==> config.mk <==
export PLATFORM = sky130hd
export DESIGN_NAME = dsp_mac_pipe
export DESIGN_NICKNAME = d
export VERILOG_FILES = /design/src/rtl/dsp_mac_pipe.sv
export SDC_FILE = /design/constraint.sdc
export NUM_CORES = 2
export LEC_CHECK = 0
export CAP_MARGIN = 20
export CORE_ASPECT_RATIO = 1.2
export CORE_MARGIN = 2
export CORE_UTILIZATION = 60
export DETAILED_ROUTE_END_ITERATION = 8
export GPL_ROUTABILITY_DRIVEN = 0
export PLACE_DENSITY = 0.82
export RECOVER_POWER = 100
export SLEW_MARGIN = 20
export SYNTH_ARGS = -nofsm -noshare
export SYNTH_HDL_FRONTEND = slang
export SYNTH_SLANG_ARGS = --single-unit
==> constraint.sdc <==
create_clock -name clk -period 8.4 [get_ports clk]
set_input_delay 1.68 -clock clk [delete_from_list [all_inputs] [get_ports clk]]
set_output_delay 1.68 -clock clk [all_outputs]
set_load 0.005 [all_outputs]
==> src/rtl/dsp_mac_pipe.sv <==
// dsp_mac_pipe: 4-stage pre-add/multiply/post-add MAC pipeline with P feedback and cascade ports.
// Define DSP_MAC_SAT_EN for signed post-adder saturation; otherwise P wraps and sat stays 0.
module dsp_mac_pipe #(
    parameter int AW = 18,
    parameter int PW = 48
) (
    input  logic            clk,
    input  logic            rstn,
    input  logic            ce,
    input  logic            in_valid,
    input  logic [AW-1:0]   a,
    input  logic [AW-1:0]   b,
    input  logic [AW-1:0]   d,
    input  logic [PW-1:0]   c,
    input  logic [PW-1:0]   pcin,
    input  logic            carryin,
    input  logic [7:0]      opmode,
    output logic            out_valid,
    output logic [PW-1:0]   p,
    output logic [PW-1:0]   pcout,
    output logic [2*AW-1:0] m,
    output logic [AW-1:0]   bcout,
    output logic            carryout,
    output logic            sat
);
    logic [AW-1:0]   a1, b1, d1, a2, b2, pre;
    logic [PW-1:0]   c1, c2, c3, pcin1, pcin2, pcin3;
    logic [7:0]      op1;
    logic [4:0]      md2, md3;
    logic            ci1, cin2, cin3, v1, v2, v3;
    logic [2*AW-1:0] prod;
    logic [PW-1:0]   mx, x, z, pn;
    logic [PW:0]     xc, sum;
    logic            co, sn;

    assign pre   = op1[6] ? d1 - b1 : d1 + b1;
    assign prod  = {{AW{a2[AW-1]}}, a2} * {{AW{b2[AW-1]}}, b2};
    assign pcout = p;
    assign bcout = b2;

    // md3 = {subtract, Z select, X select}; X/Z = 2 read p before this edge's update
    always_comb begin
        mx  = {{(PW-2*AW){m[2*AW-1]}}, m};
        x   = md3[1:0] == 2'd0 ? '0 : md3[1:0] == 2'd1 ? mx : md3[1:0] == 2'd2 ? p : c3;
        z   = md3[3:2] == 2'd0 ? '0 : md3[3:2] == 2'd1 ? pcin3 : md3[3:2] == 2'd2 ? p : c3;
        xc  = {1'b0, x} + {{PW{1'b0}}, cin3};
        sum = md3[4] ? {1'b0, z} - xc : {1'b0, z} + xc;
        co  = sum[PW];
    end

`ifdef DSP_MAC_SAT_EN
    logic [PW:0] ws;
    assign ws = md3[4] ? {z[PW-1], z} - {x[PW-1], x} - {{PW{1'b0}}, cin3}
                       : {z[PW-1], z} + {x[PW-1], x} + {{PW{1'b0}}, cin3};
    assign sn = ws[PW] ^ ws[PW-1];
    assign pn = sn ? {ws[PW], {(PW-1){~ws[PW]}}} : ws[PW-1:0];
`else
    assign sn = 1'b0;
    assign pn = sum[PW-1:0];
`endif

    always_ff @(posedge clk) begin
        if (!rstn) begin
            a1 <= '0; b1 <= '0; d1 <= '0; c1 <= '0; pcin1 <= '0; op1 <= '0; ci1 <= 1'b0; v1 <= 1'b0;
            a2 <= '0; b2 <= '0; c2 <= '0; pcin2 <= '0; md2 <= '0; cin2 <= 1'b0; v2 <= 1'b0;
            m <= '0; c3 <= '0; pcin3 <= '0; md3 <= '0; cin3 <= 1'b0; v3 <= 1'b0;
            p <= '0; carryout <= 1'b0; sat <= 1'b0; out_valid <= 1'b0;
        end else if (ce) begin
            a1 <= a; b1 <= b; d1 <= d; c1 <= c; pcin1 <= pcin; op1 <= opmode; ci1 <= carryin; v1 <= in_valid;
            a2 <= a1; b2 <= op1[4] ? pre : b1; c2 <= c1; pcin2 <= pcin1;
            md2 <= {op1[7], op1[3:0]}; cin2 <= ci1 & op1[5]; v2 <= v1;
            m <= prod; c3 <= c2; pcin3 <= pcin2; md3 <= md2; cin3 <= cin2; v3 <= v2;
            out_valid <= v3;
            if (v3) begin
                p        <= pn;
                carryout <= co;
                sat      <= sn;
            end
        end
    end
endmodule

* After elaboration in Yosys (flattened, before gate mapping)
Index checks and enable logic that the tools add are counted.
** Operators by class
- Add/subtract/negate cells :: 5
- Multipliers :: 1
- Mux-type cells :: 9
- Equality and inequality tests :: 4
- Bitwise operators :: 1
- Reductions and logical operators :: 3
** Operator list (count)
- $mux 48 :: 6
- $add 48x1->49 :: 1
- $add 48x49->49 :: 1
- $mux 49 :: 1
- $sub 48x49->49 :: 1
- $mul 18x18->36 :: 1
- $mux 18 :: 2
- $add 18x18->18 :: 1
- $sub 18x18->18 :: 1
- $eq 2x1->1 const B :: 2
- $eq 2x2->1 const B :: 2
- $logic_not 2->1 :: 2
- $reduce_and 2->1 :: 1
- $and 1x1->1 :: 1
** Storage, ports and cells
- Input port bits :: 163
- Output and inout port bits :: 153
- Logic and storage cells :: 47
- Register bits after elaboration :: 488

* Logic depth before layout (Yosys ltp)
- Depth in word-level cells :: 7
- Gate-level depth with buffers :: 36
- Depth with buffers taken out :: 28

* Least setup slack after synthesis
Ideal clock, no wire load.
- Kind :: register to register
- Start point :: register b2[3], in the netlist bcout[3]
- End point :: register m[35]
- Setup time :: 0.117 ns
- Data arrival time :: 7.021 ns
- Cell stages (with the launch flop) :: 28
- Path buffers :: 2
- Slack :: 1.261 ns
- Data required time :: 8.283 ns
- Clock period less this slack :: 7.139 ns
- Cell sequence :: dfxtp_1 > clkbuf_1 > clkbuf_1 > nand2_1 > inv_1 > fa_1 > inv_1 > fa_1 > inv_1 > fa_1 > fa_1 > fa_1 > inv_1 > fa_1 > inv_1 > ha_1 > a21o_1 > a21o_1 > a21o_1 > a21o_1 > a21o_1 > a21oi_1 > nor2b_1 > o21ai_0 > a2111oi_0 > o31ai_1 > or4_1 > a32o_1
** On the way
- Longest elaborated chain between the ends :: 1
** RTL lines
- start: declaration :: RTL line 26 : logic [AW-1:0] a1, b1, d1, a2, b2, pre;
- start signal: assignment :: RTL line 65 : a2 <= '0; b2 <= '0; c2 <= '0; pcin2 <= '0; md2 <= '0; cin2 <= 1'b0; v2 <= 1'b0;
- start signal: assignment :: RTL line 70 : a2 <= a1; b2 <= op1[4] ? pre : b1; c2 <= c1; pcin2 <= pcin1;
- $mul 18x18->36 :: RTL line 37 : assign prod = {{AW{a2[AW-1]}}, a2} * {{AW{b2[AW-1]}}, b2};
- end signal: assignment :: RTL line 66 : m <= '0; c3 <= '0; pcin3 <= '0; md3 <= '0; cin3 <= 1'b0; v3 <= 1'b0;
- end signal: assignment :: RTL line 72 : m <= prod; c3 <= c2; pcin3 <= pcin2; md3 <= md2; cin3 <= cin2; v3 <= v2;
- end: declaration :: RTL line 21 : output logic [2*AW-1:0] m,
Every way passes these cells.
A chain may end at the register's enable or synchronous reset.

* Worst setup path in the final report
- Start point :: register b2[4], in the netlist bcout[4]
- End point :: register m[35]
The elaborated chain is that of the path after synthesis.

==> metrics.md <==
| Metric | Value |
|---|---|
| Worst hold path type | register to register |
| Post-Layout Inst Area | 0.0425 mm^2 |
| Worst Tran Pin Value | between 4 and 5 ns |
| Placed Area | 0.0408 mm^2 |
| Worst-path fanout max | 20 |
| Vias in the first global route | between 30,000 and 40,000 |
| Total CTS buffers | 50 |
| Wire per inst | 19.5 um |
| Inst Count DP | roughly 5,000 |
| Post-synth top cells | nor2_1 (553), dfxtp_1 (488), mux2i_1 (430), inv_1 (376), nand2_1 (363) |
| Multi-input logic area | about 0.025 mm^2 |
| Die Width | ~230 um |
| Clk_skew | a little over 0.06 ns |
| Pre-CTS WS | 0.657 ns |
| Yosys Warn Count | 0 |
| Non-Filler Instances | ~5,000 |
| Mapped cell area | around 0.038 mm^2 |
| Die ar. | approximately 0.065 mm^2 |
| Count leader, synth | nor2_1 |
| Power density cells | about 140 mW/mm^2 |
| Fin Setup TNS | 0 ns |
| Clk_lat worst skew | about 0.65 ns |
| Violations in the final reports | capacitance limit, slew limit |
| Critical Path Source | bcout[4] |
| First-pass GRT wire length | approximately 160 mm |
| Post-Syn Nets | 4,831 |
| Largest area contributor in the netlist | dfxtp_1 |
| Fin. max-slew vios | roughly 150 |
| N_diodes | 0 |
| Relative slew slack | -202% |
| Setup bufs post-CTS | 0 |
| Critical path required time | 8.93 ns |
| Max Freq | 128 MHz |
| Vias per cell | between 5 and 6 |
| Core Util, Final | about two thirds |
| Status | finished with violations |
| CTS tree | yes |
| Synth top area share | between 20% and 30% |
| Leak Pwr | 19.8 nW |
| Starting density of the core | about three fifths |
| Initial antenna violation count | 1 |
| Max Cap Violations | 1 |
| Overall routing resource usage | a little under a third |
| Clock sinks | roughly 490 |
| Total grt overflow | 0 |
| Tcrit/Tclk final | 92.9% |
| Number of library cell types mapped by synthesis | just over 90 |
| Syn Area/Cell | 9.03 um^2 |
| Hold-fix buffers, CTS | 0 |
| Initial DRC count | 2,150 |
| H-Tree Level Count | 2 |
| EDFF count, synth | 0 |
| Initial DRT Pass Iterations | 6 |
| Worst reg2reg startpoint | bcout[4] |
| Largest net degree at the start of global routing | around 230 |
| Seq/Total Area, Yosys | ~26% |
| IO Count | 316 |
| Worst Setup EP | m[35] |
| Hold Vio Cnt, Final | 0 |
| Rows | 100 |
| Arr. time, crit path | approximately 8.3 ns |
| Max clock buf depth | 3 |
| Cells after Synth | roughly 4,200 |
| Final WL | 100 mm |
| Setup CP Type | register to register |
| Root Driver | clkbuf_16 |
| Storage cell area | roughly 0.0098 mm^2 |
| HPWL after DPL | about 76 mm |
| Critical Path End Type | register |
| I/O Buffers | between 300 and 400 |
| Register bit total from synthesis | between 400 and 500 |
| Min-Delay Startpoint | cin2 |
| Synth Flop Type | dfxtp_1 |
| Nets@finish | around 5,000 |
| Clock-pin slew on the worst setup and hold paths | ~0.070 ns |
| Post-CTS sizing | 0 |
| DRC | 0 |
| Routed Antenna Nets | 0 |
| R2R cell count | 25 |
| Synthesis-to-layout area growth | 12.7% |
| Asr flop ratio synth | 0% |
| RSZ-0062 raised after global routing | no |
| Via count | slightly below 30,000 |
| Clock period minus worst slack | a little under 8 ns |
| Fill cell count | between 4,000 and 5,000 |
| Die height | 279 um |
| Reg2reg setup slack | about 0.60 ns |
| Peak supply drop | 150 uV |
| Final setup violation count | 0 |
| Critical R2R Capture | m[35] |
| Fin worst setup slack | ~0.6 ns |
| Area contributors post-synth | dfxtp_1 (26%), fa_1 (18%), mux2i_1 (11%) |
| Core Footprint | a little over 0.06 mm^2 |
| Layout cells sized above 1 | 6.10% |
| Worst Setup Start Kind | register |
-- worst min-delay path by stage --
stage          endpoint  slack [ns]  cells after the start
6_report           cin2        0.47                      2
4_1_cts            cin2        0.47                      2
2_1_floorplan      cin2        0.44                      2
5_1_grt            cin2        0.50                      2
3_5_place_dp       cin2        0.46                      2
3_3_place_gp       cin2        0.46                      2
-- worst max-delay path, stage by stage (launching register included) --
cell	delay [ns]
dfxtp_1	0.79
nand2_1	0.19
inv_1	0.12
fa_1	0.50
inv_1	0.18
fa_1	0.45
inv_1	0.11
fa_1	0.47
fa_1	0.53
fa_1	0.52
inv_1	0.06
fa_1	0.48
inv_1	0.04
ha_1	0.33
a21o_1	0.20
a21o_1	0.18
a21o_1	0.17
a21o_1	0.17
a21o_1	0.17
a21oi_1	0.17
nor2b_1	0.14
o21ai_0	0.16
a2111oi_0	0.62
o31ai_1	0.21
or4_1	0.51
a32o_1	0.27
-- metrics by stage --
step	hold WS [ns]	power (W)
finish	0.468	0.00604
global route	0.502	0.00629
CTS	0.468	0.00608
detailed placement	0.457	0.00381
global placement	0.456	0.00380
floorplan	0.441	0.00340
-- sequential cells by signal (all words and copies together), names as in the netlist, 5 cells and up --
| register | cells |
|---|---|
| c2 | 48 |
| p | 48 |
| md2 | 5 |
| a2 | 18 |
| c3 | 48 |
| d1 | 18 |
| pcin2 | 48 |
| c1 | 48 |
| op1 | 8 |
| a1 | 18 |
| b1 | 18 |
| md3 | 5 |
| m | 36 |
| pcin3 | 48 |
| bcout | 18 |
| pcin1 | 48 |
-- cell type report --
class	instances	area share, %
clock inverters	22	0.572
clock buffers	67	3.31
flip-flops and latches	488	23.0
inverters	377	3.33
repair buffers	358	8.23
multi-input cells	3017	59.1
well taps	816	2.40
-- cell families (layout without fill, tap and decap cells) --
logic type / count (synthesis) / count (layout) / synth area share, %
and+or+nand+nor: 1279 / 1279 / 15.5
buffers and inverters: 670 / 824 / 7.50
AOI/OAI and AO/OA: 533 / 533 / 9.58
muxes: 523 / 523 / 14.2
adders and majority gates: 493 / 493 / 23.0
DFF: 488 / 488 / 25.9
xor gates and xnor gates: 188 / 188 / 4.37
other: 1 / 1 / 0.00995
-- power by group --
part / internal (W) / switching [W]
Sequential: 0.00241 / 0.000137
Clock: 0.00125 / 0.00101
Combinational: 0.000567 / 0.000667
Total: 0.00423 / 0.00181
-- metal layers --
layer  GRT usage (%)  part of all wire [%]
met5               0                     0
met4            16.5                   5.9
met3            4.54                   6.5
met2            54.7                    50
met1            36.4                    38
-- cell usage in the layout (no fill, tap or decap), types with 37 or more instances in the layout --
cell type / n
xnor2_1: 141
nor2_1: 553
a22o_1: 56
mux2_2: 91
o21ai_0: 72
a22oi_1: 37
a21o_1: 54
xor2_1: 47
clkbuf_16: 50
clkdlybuf4s50_1: 165
and2_1: 119
nand2_1: 362
inv_1: 376
dfxtp_1: 484
fa_1: 331
dlygate4sd3_1: 148
nor3_1: 46
a21oi_1: 163
mux2i_1: 430
ha_1: 162
(Power assumes the default switching activity.)
